===== config.mk =====
export PLATFORM = sky130hd
export DESIGN_NAME = serial_adder_ctrl
export DESIGN_NICKNAME = d
export VERILOG_FILES = /design/src/rtl/serial_adder_ctrl.sv
export SDC_FILE = /design/constraint.sdc
export NUM_CORES = 1
export LEC_CHECK = 0
export ABC_AREA = 1
export BUFFER_PORTS_ARGS = -buffer_cell sky130_fd_sc_hd__buf_2
export CAP_MARGIN = 30
export CORE_MARGIN = 8
export CORE_UTILIZATION = 57
export CTS_CLUSTER_DIAMETER = 60
export CTS_CLUSTER_SIZE = 8
export DETAILED_ROUTE_END_ITERATION = 10
export MAX_ROUTING_LAYER = met4
export PLACE_DENSITY = 0.94
export REMOVE_ABC_BUFFERS = 1
export SKIP_LAST_GASP = 1
export SLEW_MARGIN = 20
export SYNTH_ARGS = -nofsm -noshare
export SYNTH_HDL_FRONTEND = slang
export SYNTH_HIERARCHICAL = 1
export SYNTH_SLANG_ARGS = --single-unit

===== constraint.sdc =====
create_clock -name clk -period 4.5 [get_ports clk]
set_input_delay 0.45 -clock clk [delete_from_list [all_inputs] [get_ports clk]]
set_output_delay 0.45 -clock clk [all_outputs]
set_load 0.01 [all_outputs]

===== src/rtl/serial_adder_ctrl.sv =====
// rtl/serial_adder_ctrl.sv - bit-serial adder (one full_adder, LSB first) behind a valid/ready handshake
// Optional feature: define SERIAL_ADDER_OVF_EN to add the registered signed-overflow output ovf.
module serial_adder_ctrl #(
    parameter int WIDTH = 8
) (
    input  logic             clk,
    input  logic             rst,
    input  logic             in_valid,
    output logic             in_ready,
    input  logic [WIDTH-1:0] a,
    input  logic [WIDTH-1:0] b,
    input  logic             cin,
    output logic             out_valid,
    input  logic             out_ready,
    output logic [WIDTH-1:0] sum,
`ifdef SERIAL_ADDER_OVF_EN
    output logic             cout,
    output logic             ovf
`else
    output logic             cout
`endif
);

    localparam int CNT_W = (WIDTH > 1) ? $clog2(WIDTH) : 1;
    localparam logic [CNT_W-1:0] LAST_BIT = CNT_W'(WIDTH - 1);

    typedef enum logic [1:0] {
        IDLE = 2'd0,
        RUN  = 2'd1,
        DONE = 2'd2
    } state_t;

    state_t             r_state;
    state_t             w_next_state;
    logic [WIDTH-1:0]   r_a;
    logic [WIDTH-1:0]   r_b;
    logic [WIDTH-1:0]   r_sum;
    logic [CNT_W-1:0]   r_cnt;
    logic               r_carry;
    logic               r_cout;
    logic               w_bit_a;
    logic               w_bit_b;
    logic               w_s;
    logic               w_c;
    logic               w_accept;
    logic               w_last;
    logic               w_release;
`ifdef SERIAL_ADDER_OVF_EN
    logic               r_ovf;
`endif

    assign w_bit_a   = r_a[r_cnt];
    assign w_bit_b   = r_b[r_cnt];
    assign w_accept  = (r_state == IDLE) && in_valid;
    assign w_last    = (r_state == RUN) && (r_cnt == LAST_BIT);
    assign w_release = (r_state == DONE) && out_ready;

    full_adder u_full_adder (
        .i_a    (w_bit_a),
        .i_b    (w_bit_b),
        .i_cin  (r_carry),
        .o_s    (w_s),
        .o_cout (w_c)
    );

    always_ff @(posedge clk or posedge rst) begin
        if (rst) begin
            r_state <= IDLE;
        end else begin
            r_state <= w_next_state;
        end
    end

    always_comb begin
        w_next_state = r_state;
        in_ready     = 1'b0;
        out_valid    = 1'b0;
        case (r_state)
            IDLE: begin
                in_ready = 1'b1;
                if (w_accept) begin
                    w_next_state = RUN;
                end
            end
            RUN: begin
                if (w_last) begin
                    w_next_state = DONE;
                end
            end
            DONE: begin
                out_valid = 1'b1;
                if (w_release) begin
                    w_next_state = IDLE;
                end
            end
            default: begin
                w_next_state = IDLE;
            end
        endcase
    end

    // The counter parks on the last bit rather than wrapping; it is reloaded on the next accept.
    always_ff @(posedge clk or posedge rst) begin
        if (rst) begin
            r_a     <= '0;
            r_b     <= '0;
            r_sum   <= '0;
            r_cnt   <= '0;
            r_carry <= 1'b0;
            r_cout  <= 1'b0;
`ifdef SERIAL_ADDER_OVF_EN
            r_ovf   <= 1'b0;
`endif
        end else begin
            if (w_accept) begin
                r_a     <= a;
                r_b     <= b;
                r_carry <= cin;
                r_cnt   <= '0;
            end else if (r_state == RUN) begin
                r_sum[r_cnt] <= w_s;
                r_carry      <= w_c;
                if (w_last) begin
                    r_cout <= w_c;
`ifdef SERIAL_ADDER_OVF_EN
                    r_ovf  <= r_carry ^ w_c;
`endif
                end else begin
                    r_cnt <= r_cnt + CNT_W'(1);
                end
            end
        end
    end

    assign sum  = r_sum;
    assign cout = r_cout;
`ifdef SERIAL_ADDER_OVF_EN
    assign ovf  = r_ovf;
`endif

endmodule

// Single-bit full adder shared by the serial datapath.
module full_adder (
    input  logic i_a,
    input  logic i_b,
    input  logic i_cin,
    output logic o_s,
    output logic o_cout
);

    assign o_s    = i_a ^ i_b ^ i_cin;
    assign o_cout = (i_a & i_b) | (i_cin & (i_a ^ i_b));

endmodule


* Yosys cells after proc, flatten, opt, wreduce, memory -nomap -nowiden
Index checks and enable logic that the tools add are counted.
** Cells by class
- Add/sub/neg operators :: 1
- Multipliers :: 0
- Divide/modulo/power cells :: 0
- Magnitude comparators :: 2
- Equal/unequal tests :: 7
- Shift-type cells :: 0
- Muxes and demuxes :: 18
- Bitwise operators :: 6
- Reductions and logical operators :: 10
** Operators by type and width (number)
- 2-to-1 mux 3 bit :: 3
- bitwise mux 8 bit :: 1
- != test 2 bit (second input constant) :: 4
- 2-to-1 mux 1 bit :: 7
- binary-select mux 1 bit (select 3 bit) :: 2
- 2-to-1 mux 2 bit :: 3
- one-hot mux 2 bit (3 select lines) :: 1
- AND reduction 3 bit :: 2
- logical AND 1 bit :: 4
- < comparator 3 x 4 -> 1 bit (second input constant) :: 1
- AND reduction 2 bit :: 2
- adder 3 x 1 -> 3 bit (second input constant) :: 1
- demux 1 bit (select 3 bit) :: 1
- == test 3 bit (second input constant) :: 1
- greater-or-equal comparator 3 x 1 -> 1 bit (second input constant) :: 1
- AND 1 bit :: 2
- == test 2 x 1 -> 1 bit (second input constant) :: 1
- == test 2 bit (second input constant) :: 1
- logical NOT 2 bit :: 1
- nonzero test 2 bit :: 1
- XOR 1 bit :: 2
- inverter 1 bit :: 1
- bitwise OR 1 bit :: 1
** Word-level totals
- Register bits after elaboration :: 31
- Latch bits :: 0
- RAM bits :: 0
- ROM bits :: 0
- Input bits :: 21
- Output and inout port bits :: 11
- Word-level logic and storage cells :: 51
- Memories kept :: 0

* Logic depth before layout (Yosys ltp)
Gate-level depths: netlist of run 1.
- Word-level depth :: 7
- Gate-level depth with buffers :: 12
- Depth with buffers taken out :: 9

* Cells and area by module
The synthesis of run 1 kept the hierarchy.
** Modules (own cells, without submodules)
- serial_adder_ctrl :: instances 1, cells an instance 190, area an instance 1501.4 µm², sequential area each 775.7 µm²
- full_adder :: instances 1, cells an instance 1, area an instance 20.0 µm², sequential area each 0.0 µm²

* Worst setup path before layout of run 1
Ideal clock, no wire load.
- Path type :: register to register
- From :: reg r_cnt[0]
- To :: reg r_sum[0] (netlist: sum[0])
- Library setup time :: 0.066 ns
- Arrival :: 1.885 ns
- Required time :: 4.434 ns
- Setup slack :: 2.549 ns
- Cell stages (with the launch flop) :: 13
- Path buffers :: 3
- Clock period less this slack :: 1.951 ns
- Cells stage by stage :: dfrtp_1 -> clkbuf_8 -> inv_2 -> buf_6 -> nand2_1 -> nand3_1 -> nand2_1 -> inv_1 -> nand2_1 -> fa_1 -> clkbuf_1 -> nand3_1 -> nand2_1
** On the way
- Longest elaborated chain between the ends :: 5
- Elaborated cells between the ends (all ways) :: 12
- Those cells by class :: order compare (2); mux (7); bitwise (2); reduce/logical (1)
** RTL lines
- from (decl) :: line 38 : logic [CNT_W-1:0] r_cnt;
- from (signal assigned) :: line 129 : r_cnt <= r_cnt + CNT_W'(1);
- binary-select mux 1 bit (select 3 bit) :: line 52 : assign w_bit_a = r_a[r_cnt];
- 2-to-1 mux 1 bit (not written as such) :: line 52
- net w_bit_a :: line 41 : logic w_bit_a;
- XOR 1 bit (2 in series) :: line 152 : assign o_s = i_a ^ i_b ^ i_cin;
- net w_s :: line 43 : logic w_s;
- bitwise mux 8 bit :: line 121 : r_sum[r_cnt] <= w_s;
- to (signal, indexed assignment) :: line 121
- to (decl) :: line 37 : logic [WIDTH-1:0] r_sum;
The timed path passes the listed nets, and every way through them passes these cells. The select of a mux whose other input is x is not followed.
A chain may end at the register's enable or synchronous reset.

* Final worst setup path of run 1
- From :: reg r_cnt[0]
- To :: reg r_sum[5] (netlist: sum[5])
Same word-level chain as after synthesis.

==> results of run 1 <==
==> cell families (layout without fill, tap and decap cells) <==
| kind of cell | count (synthesis) | after routing | share of synthesized area |
|---|---|---|---|
| compound gates | 20 | 20 | 0.0674 |
| fa+ha+maj | 3 | 3 | 0.0296 |
| buf+inv | 35 | 69 | 0.104 |
| flops | 31 | 31 | 0.510 |
| simple gates | 102 | 102 | 0.289 |
==> cells in the mapped netlist <==
| cell type | number | area (µm²) |
|---|---|---|
| ha_1 | 2 | 25.0 |
| nand2_1 | 57 | 214 |
| buf_4 | 2 | 15.0 |
| nor2_4 | 3 | 33.8 |
| fa_1 | 1 | 20.0 |
| nor2_1 | 20 | 75.1 |
| nand2_4 | 1 | 11.3 |
| buf_2 | 1 | 5.00 |
| o21ai_0 | 3 | 15.0 |
| clkinv_1 | 1 | 3.75 |
| inv_2 | 1 | 3.75 |
| a21oi_1 | 16 | 80.1 |
| o31ai_1 | 1 | 7.51 |
| nor2_2 | 1 | 6.26 |
| dfrtp_1 | 31 | 776 |
| inv_1 | 27 | 101 |
| clkbuf_8 | 1 | 13.8 |
| clkbuf_1 | 1 | 3.75 |
| nand3_1 | 20 | 100 |
| buf_6 | 1 | 11.3 |
==> routing by layer <==
metal	GRT usage	vias up	routed length, µm
met5	-	-	0
met4	0.0601	0	58
met3	0.0563	7	159
met2	0.237	28	1400
met1	0.181	574	1340
li1	-	650	-
==> power by group through the flow <==
stage / Combinational (mW) / Clock (mW) / Sequential [mW]
after global placement: 0.589 / 0 / 0.481
after global routing: 0.714 / 0.199 / 0.501
after detailed placement: 0.618 / 0 / 0.489
after CTS: 0.619 / 0.186 / 0.483
final: 0.614 / 0.181 / 0.482
after floorplan: 0.447 / 0 / 0.491
==> flip-flops by register name, indices dropped and copies added, names as in the netlist <==
register,cells
cout,1
r_a,8
r_b,8
r_carry,1
r_cnt,3
r_state,2
sum,8
==> worst max-delay path, cell delays in order, from the launching register on <==
cell and delay (ns):
dfrtp_1 0.53, inv_2 0.24, nand2_1 0.08, nand3_1 0.08
nand2_1 0.05, inv_1 0.05, nand2_1 0.06, fa_1 0.68
nand3_1 0.13, nand2_1 0.09
==> worst min-delay path by stage <==
stage          cells past startpoint  slack, ns      to
3_3_place_gp                       2       0.45  sum[7]
5_1_grt                            2       0.17  sum[0]
4_1_cts                            2       0.14  sum[1]
2_1_floorplan                      2       0.48  r_a[0]
6_report                           2       0.13  sum[2]
3_5_place_dp                       2       0.46  sum[7]
==> stage by stage <==
stage	total power [mW]	instance area [µm²]	hold WS, ns	setup slack (ns)	util
detailed placement	1.11	1690	0.457	2.45	0.677
global placement	1.07	1670	0.448	2.54	0.666
floorplan	0.938	1470	0.481	2.68	-
global route	1.41	1760	0.175	2.24	0.705
CTS	1.29	1760	0.140	2.44	0.705
finish	1.28	1760	0.131	2.45	0.705
==> area by class of cell <==
| cell class | instances | area [µm²] | area share |
|---|---|---|---|
| inverter | 29 | 109 | 0.0618 |
| clock buffer | 8 | 68.8 | 0.0391 |
| sequential | 31 | 776 | 0.440 |
| multi-input combinational | 125 | 588 | 0.334 |
| tap | 30 | 37.5 | 0.0213 |
| timing repair buffer | 32 | 183 | 0.104 |
==> out/results.tsv, run 1 <==
metric	value	unit
pwr dens	725	mW/mm²
R2R depth	9	
RD Place Congestion	0.818	
Cell variety after synth	20	
critical path fanouts, max	11	
Filler Cell Count	209	
Max Slew Vio Count	0	
Ports	32	
final non-filler cell total	255	
commonest non-fill, non-tap cell in the layout	nand2_1	
hold_buf cts	0	
required time of the critical path	4.77	ns
mapped cell area	0.00152	mm²
fmax	489	MHz
final setup vio count	0	
HP Class	in2async	
clock sink total	31	
CTS Buf Count	5	
Chip Width	67.7	µm
R2R Setup Slk	2.45	ns
Area Overhead vs Synth	15.8	%
via count	1259	
DRC Markers	0	
Max transition margin	0.656	
Sw Pwr	557	µW
die area	0.00458	mm²
Max rail drop VDD	425	µV
placed insts	247	
Post-layout nets	248	
WL final	2960	µm
vias in the first global route	1253	
# rows	18	
critical path class	reg2reg	
setup TNS	0	ns
fraction of layout cells with a size suffix above 1	0.200	
ant diodes	0	
crit start category	flip-flop	
Post-DP HPWL	2330	µm
Core Box Area	0.00250	mm²
CTS tree	yes	
Max Root-Sink Buffers	2	
YS warnings	6	
fin crit period	2.05	ns
Mapped Avg Cell Area	7.97	µm²
clock power share	0.142	
postcts setup bufs	0	
register bit count reported by yosys	31	
initial drt markers	50	
fin crit share	0.455	
worst-margin pin slew	0.516	ns
H-tree Lvls	2	
total global routing overflow	0	
# port buffers	31	
Max-cap violations	0	
combinational power share	0.481	
outcome	finished, final reports clean	
global-route wire length before repair	5240	µm
Routed Antenna Nets	0	
Pleak	0.992	nW
worst r2r dst	sum[5]	
Via density	4.94	
chip height	67.7	µm
Worst-path clk slew	0.09	ns
drt first pass iters	4	
Root Buffer	clkbuf_4	
sequential area share after synthesis	0.510	
Worst Skew	0.0100	ns
antenna violations before repair	0	
crit path launch	r_cnt[0]	
Crit Reg-Reg Startpoint	r_cnt[0]	
internal power	719	µW
commonest cells after routing, fill and taps aside	nand2_1, dfrtp_1, buf_2	
worst-skew pair later-pin latency	0.33	ns
pin count of the biggest net entering global routing	35	
initial cell density of the core	0.609	
Gate Count Post-Synth	191	
GRT Overall Usage	0.155	
crit path to	sum[5]	
Setup crit end kind	flip-flop	
post-DR wirelength/cell	11.6	µm
Sw Ratio	0.437	
sequential share of power	0.378	
crit path DAT	2.32	ns
Final Hold Fails	0	
RSZ-0062 raised after global routing	no	
CTS resizes	0	
No activity file was read; power rests on OpenSTA's default activity.
==> run 2, diff against run 1 <==
--- a/config.mk
+++ b/config.mk
@@ -5,16 +5,16 @@
 export SDC_FILE = /design/constraint.sdc
 export NUM_CORES = 1
 export LEC_CHECK = 0
-export ABC_AREA = 1
+export ABC_AREA = 0
 export BUFFER_PORTS_ARGS = -buffer_cell sky130_fd_sc_hd__buf_2
 export CAP_MARGIN = 30
 export CORE_MARGIN = 8
-export CORE_UTILIZATION = 57
+export CORE_UTILIZATION = 53
 export CTS_CLUSTER_DIAMETER = 60
 export CTS_CLUSTER_SIZE = 8
 export DETAILED_ROUTE_END_ITERATION = 10
 export MAX_ROUTING_LAYER = met4
-export PLACE_DENSITY = 0.94
+export PLACE_DENSITY = 0.89
 export REMOVE_ABC_BUFFERS = 1
 export SKIP_LAST_GASP = 1
 export SLEW_MARGIN = 20
==> constraint.sdc (replaced) <==
create_clock -name clk -period 1.95 [get_ports clk]
set_input_delay 0.195 -clock clk [delete_from_list [all_inputs] [get_ports clk]]
set_output_delay 0.195 -clock clk [all_outputs]
set_load 0.01 [all_outputs]
==> run 2 against run 1 <==
Synthesized cell count is 46% lower. First-iteration DRC count up 10%. Global-route usage decreased by 1.1 points. Register-to-register slack worse by 2.7 ns. Critical path type unchanged. Combinational power grew to 2.6 times the previous value. Largest cell class unchanged. Core utilization down 5.9 points. Die area rose by 3.8%. The flow now finishes with violations (setup timing).
==> out/results.tsv, run 2 <==
metric	value	unit	change
outcome	complete, but fails checks		was finished, final reports clean
violated checks	setup timing		
H-tree Lvls	2		unchanged
worst-margin pin slew	0.500	ns	was 0.516 ns
Crit-path slowest cell	fa_2		was fa_1
CP max stage delay	0.55	ns	was 0.68 ns
pin count of the biggest net entering global routing	32		was 35
commonest non-fill, non-tap cell in the layout	buf_2		was nand2_1
critical path class	reg2reg		unchanged
YS warnings	6		unchanged
ys flop type	dfrtp_1		unchanged
synth cell count leaders	dfrtp_1, mux2_2, a22o_1		was nand2_1, dfrtp_1, inv_1
pwr dens	1820	mW/mm²	was 725 mW/mm²
crit path DAT	2.42	ns	was 2.32 ns
Post-synth EDFFs	0		unchanged
Max-cap violations	0		unchanged
Core Box Area	0.00271	mm²	was 0.00250 mm²
CTS tree	yes		unchanged
drt first pass iters	4		unchanged
vias in the first global route	1054		was 1253
Gate Count Post-Synth	103		was 191
Post-DP HPWL	2170	µm	was 2330 µm
Mapped Avg Cell Area	14.4	µm²	was 7.97 µm²
Final Hold Fails	0		unchanged
register area	777	µm²	was 776 µm²
Cell variety after synth	27		was 20
Ports	32		unchanged
Pleak	0.800	nW	was 0.992 nW
initial cell density of the core	0.548		was 0.609
crit path cell chain	mux4_2 > mux2_4 > fa_2 > mux2_4		was inv_2 > nand2_1 > nand3_1 > nand2_1 > inv_1 > nand2_1 > fa_1 > nand3_1 > nand2_1
fraction of layout cells with a size suffix above 1	0.556		was 0.200
Worst path most repeated cell	mux2_4		was nand2_1
GRT Overall Usage	0.144		was 0.155
pre-CTS setup slack	-0.411	ns	was 2.45 ns
RD Place Congestion	0.891		was 0.818
Max Slew Vio Count	0		unchanged
sequential area share after synthesis	0.522		was 0.510
Post-layout nets	165		was 248
ant diodes	0		unchanged
Via density	5.68		was 4.94
# port buffers	31		unchanged
Area Overhead vs Synth	17.8	%	was 15.8%
total global routing overflow	0		unchanged
die area	0.00475	mm²	was 0.00458 mm²
global-route wire length before repair	4810	µm	was 5240 µm
required time of the critical path	2.17	ns	was 4.77 ns
chip height	68.9	µm	was 67.7 µm
final setup vio count	10		was 0
post-DR wirelength/cell	16.9	µm	was 11.6 µm
Setup crit end kind	flip-flop		unchanged
mapped cell area	0.00149	mm²	was 0.00152 mm²
Root Buffer	clkbuf_4		unchanged
crit start category	flip-flop		unchanged
Max rail drop VDD	1170	µV	was 425 µV
post-synth top area share	0.522		was 0.510
HP Class	in2reg		was in2async
Async SR Flop Fraction	1.00		unchanged
CP Buf/Inv Count	0		was 2
register bit count reported by yosys	31		unchanged
Worst Skew	0.00953	ns	was 0.0100 ns
# rows	19		was 18
commonest cells after routing, fill and taps aside	buf_2, dfrtp_1, mux2_2		was nand2_1, dfrtp_1, buf_2
Max transition margin	0.663		was 0.656
top post-synthesis cells by area	dfrtp_1, mux2_2, mux4_1		was dfrtp_1, nand2_1, inv_1
CTS Buf Count	5		unchanged
most frequent cell after synthesis	dfrtp_1		was nand2_1
Filler Cell Count	213		was 209
Worst-path clk slew	0.09	ns	about the same
CP top delay family	multiplexers		was adder cells
Routed Antenna Nets	0		unchanged
critical path fanouts, max	8		was 11
fmax	455	MHz	was 489 MHz
antenna violations before repair	0		unchanged
Max Root-Sink Buffers	2		unchanged
initial drt markers	55		was 50
via count	983		was 1259
worst-skew pair later-pin latency	0.33	ns	about the same
fin crit share	1.13		was 0.455
fin crit period	2.20	ns	was 2.05 ns
DRC Markers	0		unchanged
Tot Pwr	3.18	mW	was 1.28 mW
Chip Width	68.9	µm	was 67.7 µm
setup ws final	-0.246	ns	was 2.45 ns
top cell type by total area after synthesis	dfrtp_1		unchanged
R2R Setup Slk	-0.25	ns	was 2.45 ns
RSZ-0062 raised after global routing	yes		was no
footprint of the multi-input gates	673	µm²	was 588 µm²
clock sink total	31		unchanged
WL final	2930	µm	was 2960 µm
setup TNS	-1.97	ns	was 0 ns
run 2: cell types whose count changed after synthesis, sizes merged, moves of 2 or more:
| cell | delta |
|---|---|
| nor3b | +4 |
| nor2 | -20 |
| mux2 | +28 |
| nand2 | -56 |
| inv | -26 |
| a22o | +5 |
| a21oi | -15 |
| mux4 | +4 |
| nand3 | -19 |
| nor2b | +2 |
| nand3b | +3 |
run 2: timing repair:
action,4_1_cts,5_1_grt
resized for setup,9,1
setup buffers,0,0
hold buffers,1,0
pin swaps,2,0
endpoints found under the hold margin,31,0
setup endpoints to repair,10,10
run 2: final timing paths:
check                      startpoint         end  cells past startpoint
setup reg to reg             r_cnt[0]      sum[5]                      4
max in group asynchronous         rst    r_cnt[0]                      4
hold reg to reg                sum[4]      sum[4]                      1
min in group asynchronous         rst    r_cnt[1]                      4
hold / removal              out_ready  r_state[1]                      2
setup / recovery             r_cnt[0]      sum[5]                      4
run 2: area by class of cell:
cell class | count | area share
tap | 31 | 0.0222
multi-input combinational | 64 | 0.385
clock inverter | 1 | 0.00286
timing repair buffer | 37 | 0.116
clock buffer | 7 | 0.0258
sequential | 31 | 0.444
inverter | 2 | 0.00429
run 2: per-layer routing:
layer  up-vias  GRT usage  share of wire
li1        453          -              -
met2        32      0.226           0.50
met5         -          -              0
met1       494      0.153           0.42
met4         0     0.0752          0.016
met3         4     0.0565          0.070
run 2: metrics by stage:
step	hold WS (ns)	cells	area (µm²)	utilization
floorplan	0.281	97	1440	-
global route	0.00436	173	1750	0.645
finish	0.0173	173	1750	0.645
CTS	0.000168	173	1740	0.644
global placement	0.277	164	1670	0.617
detailed placement	0.287	164	1670	0.617
run 2: report_power, final:
| group | switching (mW) | internal (mW) |
|---|---|---|
| registers | 0.241 | 0.971 |
| logic | 0.687 | 0.930 |
| clock network | 0.209 | 0.140 |
| total | 1.14 | 2.04 |
run 2: worst register-to-register path: cells and delay by family, from the launching register on:
kind | cells | cell delay (ns)
flops | 1 | 0.44
fa+ha+maj | 1 | 0.55
mux | 3 | 1.10
run 2: logic make-up after synthesis:
logic type               after synthesis  synth area share
multiplexers                          32             0.278
AND/OR/NAND/NOR                       18            0.0809
AO/OA/AOI/OAI                         11            0.0539
buffers and inverters                  8            0.0345
flip-flops                            31             0.522
adder cells (fa/ha/maj)                3            0.0303
==> run 3, diff against run 2 <==
--- a/config.mk
+++ b/config.mk
@@ -15,7 +15,6 @@
 export DETAILED_ROUTE_END_ITERATION = 10
 export MAX_ROUTING_LAYER = met4
 export PLACE_DENSITY = 0.89
-export REMOVE_ABC_BUFFERS = 1
 export SKIP_LAST_GASP = 1
 export SLEW_MARGIN = 20
 export SYNTH_ARGS = -nofsm -noshare
==> constraint.sdc (replaced) <==
create_clock -name clk -period 2.05 [get_ports clk]
set_input_delay 0.205 -clock clk [delete_from_list [all_inputs] [get_ports clk]]
set_output_delay 0.205 -clock clk [all_outputs]
set_load 0.01 [all_outputs]
==> run 3 against run 2 <==
The run still ends with setup timing left. Global-route usage down 0.069 points. Combinational power decreased by 11%. Sequential cell count unchanged. Clock skew increased by 0.0031 ns. Setup slack better by 0.11 ns. Core utilization down 0.28 points. Register-to-register slack gained 0.11 ns. Critical path depth stayed put. Highest routed layer unchanged.
==> out/results.tsv, run 3 (same netlist as run 2, synthesis figures left out) <==
metric	value	unit	change
Via density	5.68		about the same
M2 GR Usage	0.217		was 0.226
fraction of layout cells with a size suffix above 1	0.556		unchanged
hold depth	2		unchanged
HP Class	in2reg		unchanged
critical path fanouts, max	8		unchanged
Max Root-Sink Buffers	2		unchanged
drt first pass iters	4		unchanged
Util after Layout	0.643		was 0.645
DRC Markers	0		unchanged
Max-cap violations	0		unchanged
Post-DP HPWL	2130	µm	was 2170 µm
Max transition margin	0.635		was 0.663
# port buffers	31		unchanged
global-route wire length before repair	4780	µm	was 4810 µm
H-tree Lvls	2		unchanged
worst-margin pin slew	0.542	ns	was 0.500 ns
met3 GRT Util	0.0630		was 0.0565
Placed Instance Area	0.00166	mm²	was 0.00167 mm²
initial cell density of the core	0.548		unchanged
fin crit share	1.06		was 1.13
Routed Antenna Nets	0		unchanged
fmax	458	MHz	was 455 MHz
pwr dens	1690	mW/mm²	was 1820 mW/mm²
Worst-path clk slew	0.10	ns	was 0.09 ns
pre-CTS setup slack	-0.210	ns	was -0.411 ns
Ports	32		unchanged
commonest non-fill, non-tap cell in the layout	buf_2		unchanged
pin count of the biggest net entering global routing	32		unchanged
Final Hold Fails	0		unchanged
CTS Buf Count	5		unchanged
crit path DAT	2.40	ns	was 2.42 ns
Sw Ratio	0.352		was 0.358
Max rail drop VDD	1080	µV	was 1170 µV
Post-layout nets	165		unchanged
R2R Setup Slk	-0.13	ns	was -0.25 ns
Sw Pwr	1.04	mW	was 1.14 mW
final non-filler cell total	173		unchanged
final setup vio count	8		was 10
design area	0.00174	mm²	was 0.00175 mm²
initial drt markers	53		was 55
R2R depth	4		unchanged
outcome	complete, but fails checks		unchanged
Area Overhead vs Synth	17.3	%	was 17.8%
via count	982		was 983
WL final	2880	µm	was 2930 µm
RSZ-0062 raised after global routing	yes		unchanged
clock sink total	31		unchanged
Max Slew Vio Count	0		unchanged
chip height	68.9	µm	unchanged
Pleak	0.795	nW	was 0.800 nW
met1 usage	0.157		was 0.153
Core Box Area	0.00271	mm²	unchanged
combinational power share	0.489		was 0.509
Chip Width	68.9	µm	unchanged
vias in the first global route	1021		was 1054
gr busiest metal	met2		unchanged
worst-skew pair later-pin latency	0.33	ns	about the same
setup ws final	-0.133	ns	was -0.246 ns
syn nets	127		
total global routing overflow	0		unchanged
# rows	19		unchanged
ant diodes	0		unchanged
sequential share of power	0.399		was 0.381
required time of the critical path	2.27	ns	was 2.17 ns
critical path class	reg2reg		unchanged
post-DR wirelength/cell	16.6	µm	was 16.9 µm
die area	0.00475	mm²	unchanged
antenna violations before repair	0		unchanged
clock power share	0.112		was 0.110
crit start category	flip-flop		unchanged
GRT Overall Usage	0.143		was 0.144
commonest cells after routing, fill and taps aside	buf_2, dfrtp_1, mux2_2		unchanged
violated checks	setup timing		unchanged
Worst Skew	0.0126	ns	was 0.00953 ns
Root Buffer	clkbuf_4		unchanged
internal power	1.91	mW	was 2.04 mW
CTS tree	yes		unchanged
Filler Cell Count	217		was 213
RD Place Congestion	0.783		was 0.891
placed insts	163		was 164
setup TNS	-0.993	ns	was -1.97 ns
fin crit period	2.18	ns	was 2.20 ns
Setup crit end kind	flip-flop		unchanged
## run 3: worst max-delay path, stage by stage, from the launching register on
cell     delay (ns)
dfrtp_2        0.45
mux4_2         0.51
mux2_4         0.29
fa_2           0.53
mux2_4         0.29
## run 3: routing by layer
metal  vias to the layer above  wire (µm)
met1                       480       1190
met4                         0         48
met3                         6        209
met5                         -          0
li1                        458          -
met2                        38       1430
## run 3: area by class of cell
type                            count  area (µm²)  share of cell area
Tap cell                           31        38.8              0.0223
Timing Repair Buffer               37         203               0.116
Sequential cell                    31         777               0.446
Multi-Input combinational cell     64         666               0.382
Clock inverter                      1        5.00             0.00287
Inverter                            2        7.51             0.00431
Clock buffer                        7        45.0              0.0259
## run 3: metrics by stage
| step | hold slack, ns | total power [mW] |
|---|---|---|
| 2_1_floorplan | 0.291 | 2.23 |
| 3_3_place_gp | 0.290 | 2.50 |
| 3_5_place_dp | 0.304 | 2.60 |
| 4_1_cts | 0.0425 | 2.95 |
| 5_1_grt | 0.0409 | 3.19 |
| 6_report | 0.0700 | 2.95 |
## run 3: repair_timing
action,in CTS,in global routing
hold buffers,1,0
gates cloned,0,0
resized for setup,1,3
endpoints found under the setup margin,10,10
pin swaps,0,1
setup buffers,1,0
hold endpoints to repair,31,0
## run 3: final timing paths
check,start,end
worst max-delay path,r_cnt[0],sum[2]
worst min-delay path,out_ready,r_state[1]
worst max register to register,r_cnt[0],sum[2]
worst min register to register,cout,cout
max in group asynchronous,rst,r_cnt[0]
min in group asynchronous,rst,sum[1]
## run 3: power groups by stage
stage	logic, mW	clock network [mW]	registers [mW]
finish	1.44	0.330	1.18
floorplan	1.12	0	1.10
CTS	1.43	0.345	1.18
global route	1.58	0.382	1.23
global placement	1.33	0	1.17
detailed placement	1.41	0	1.19
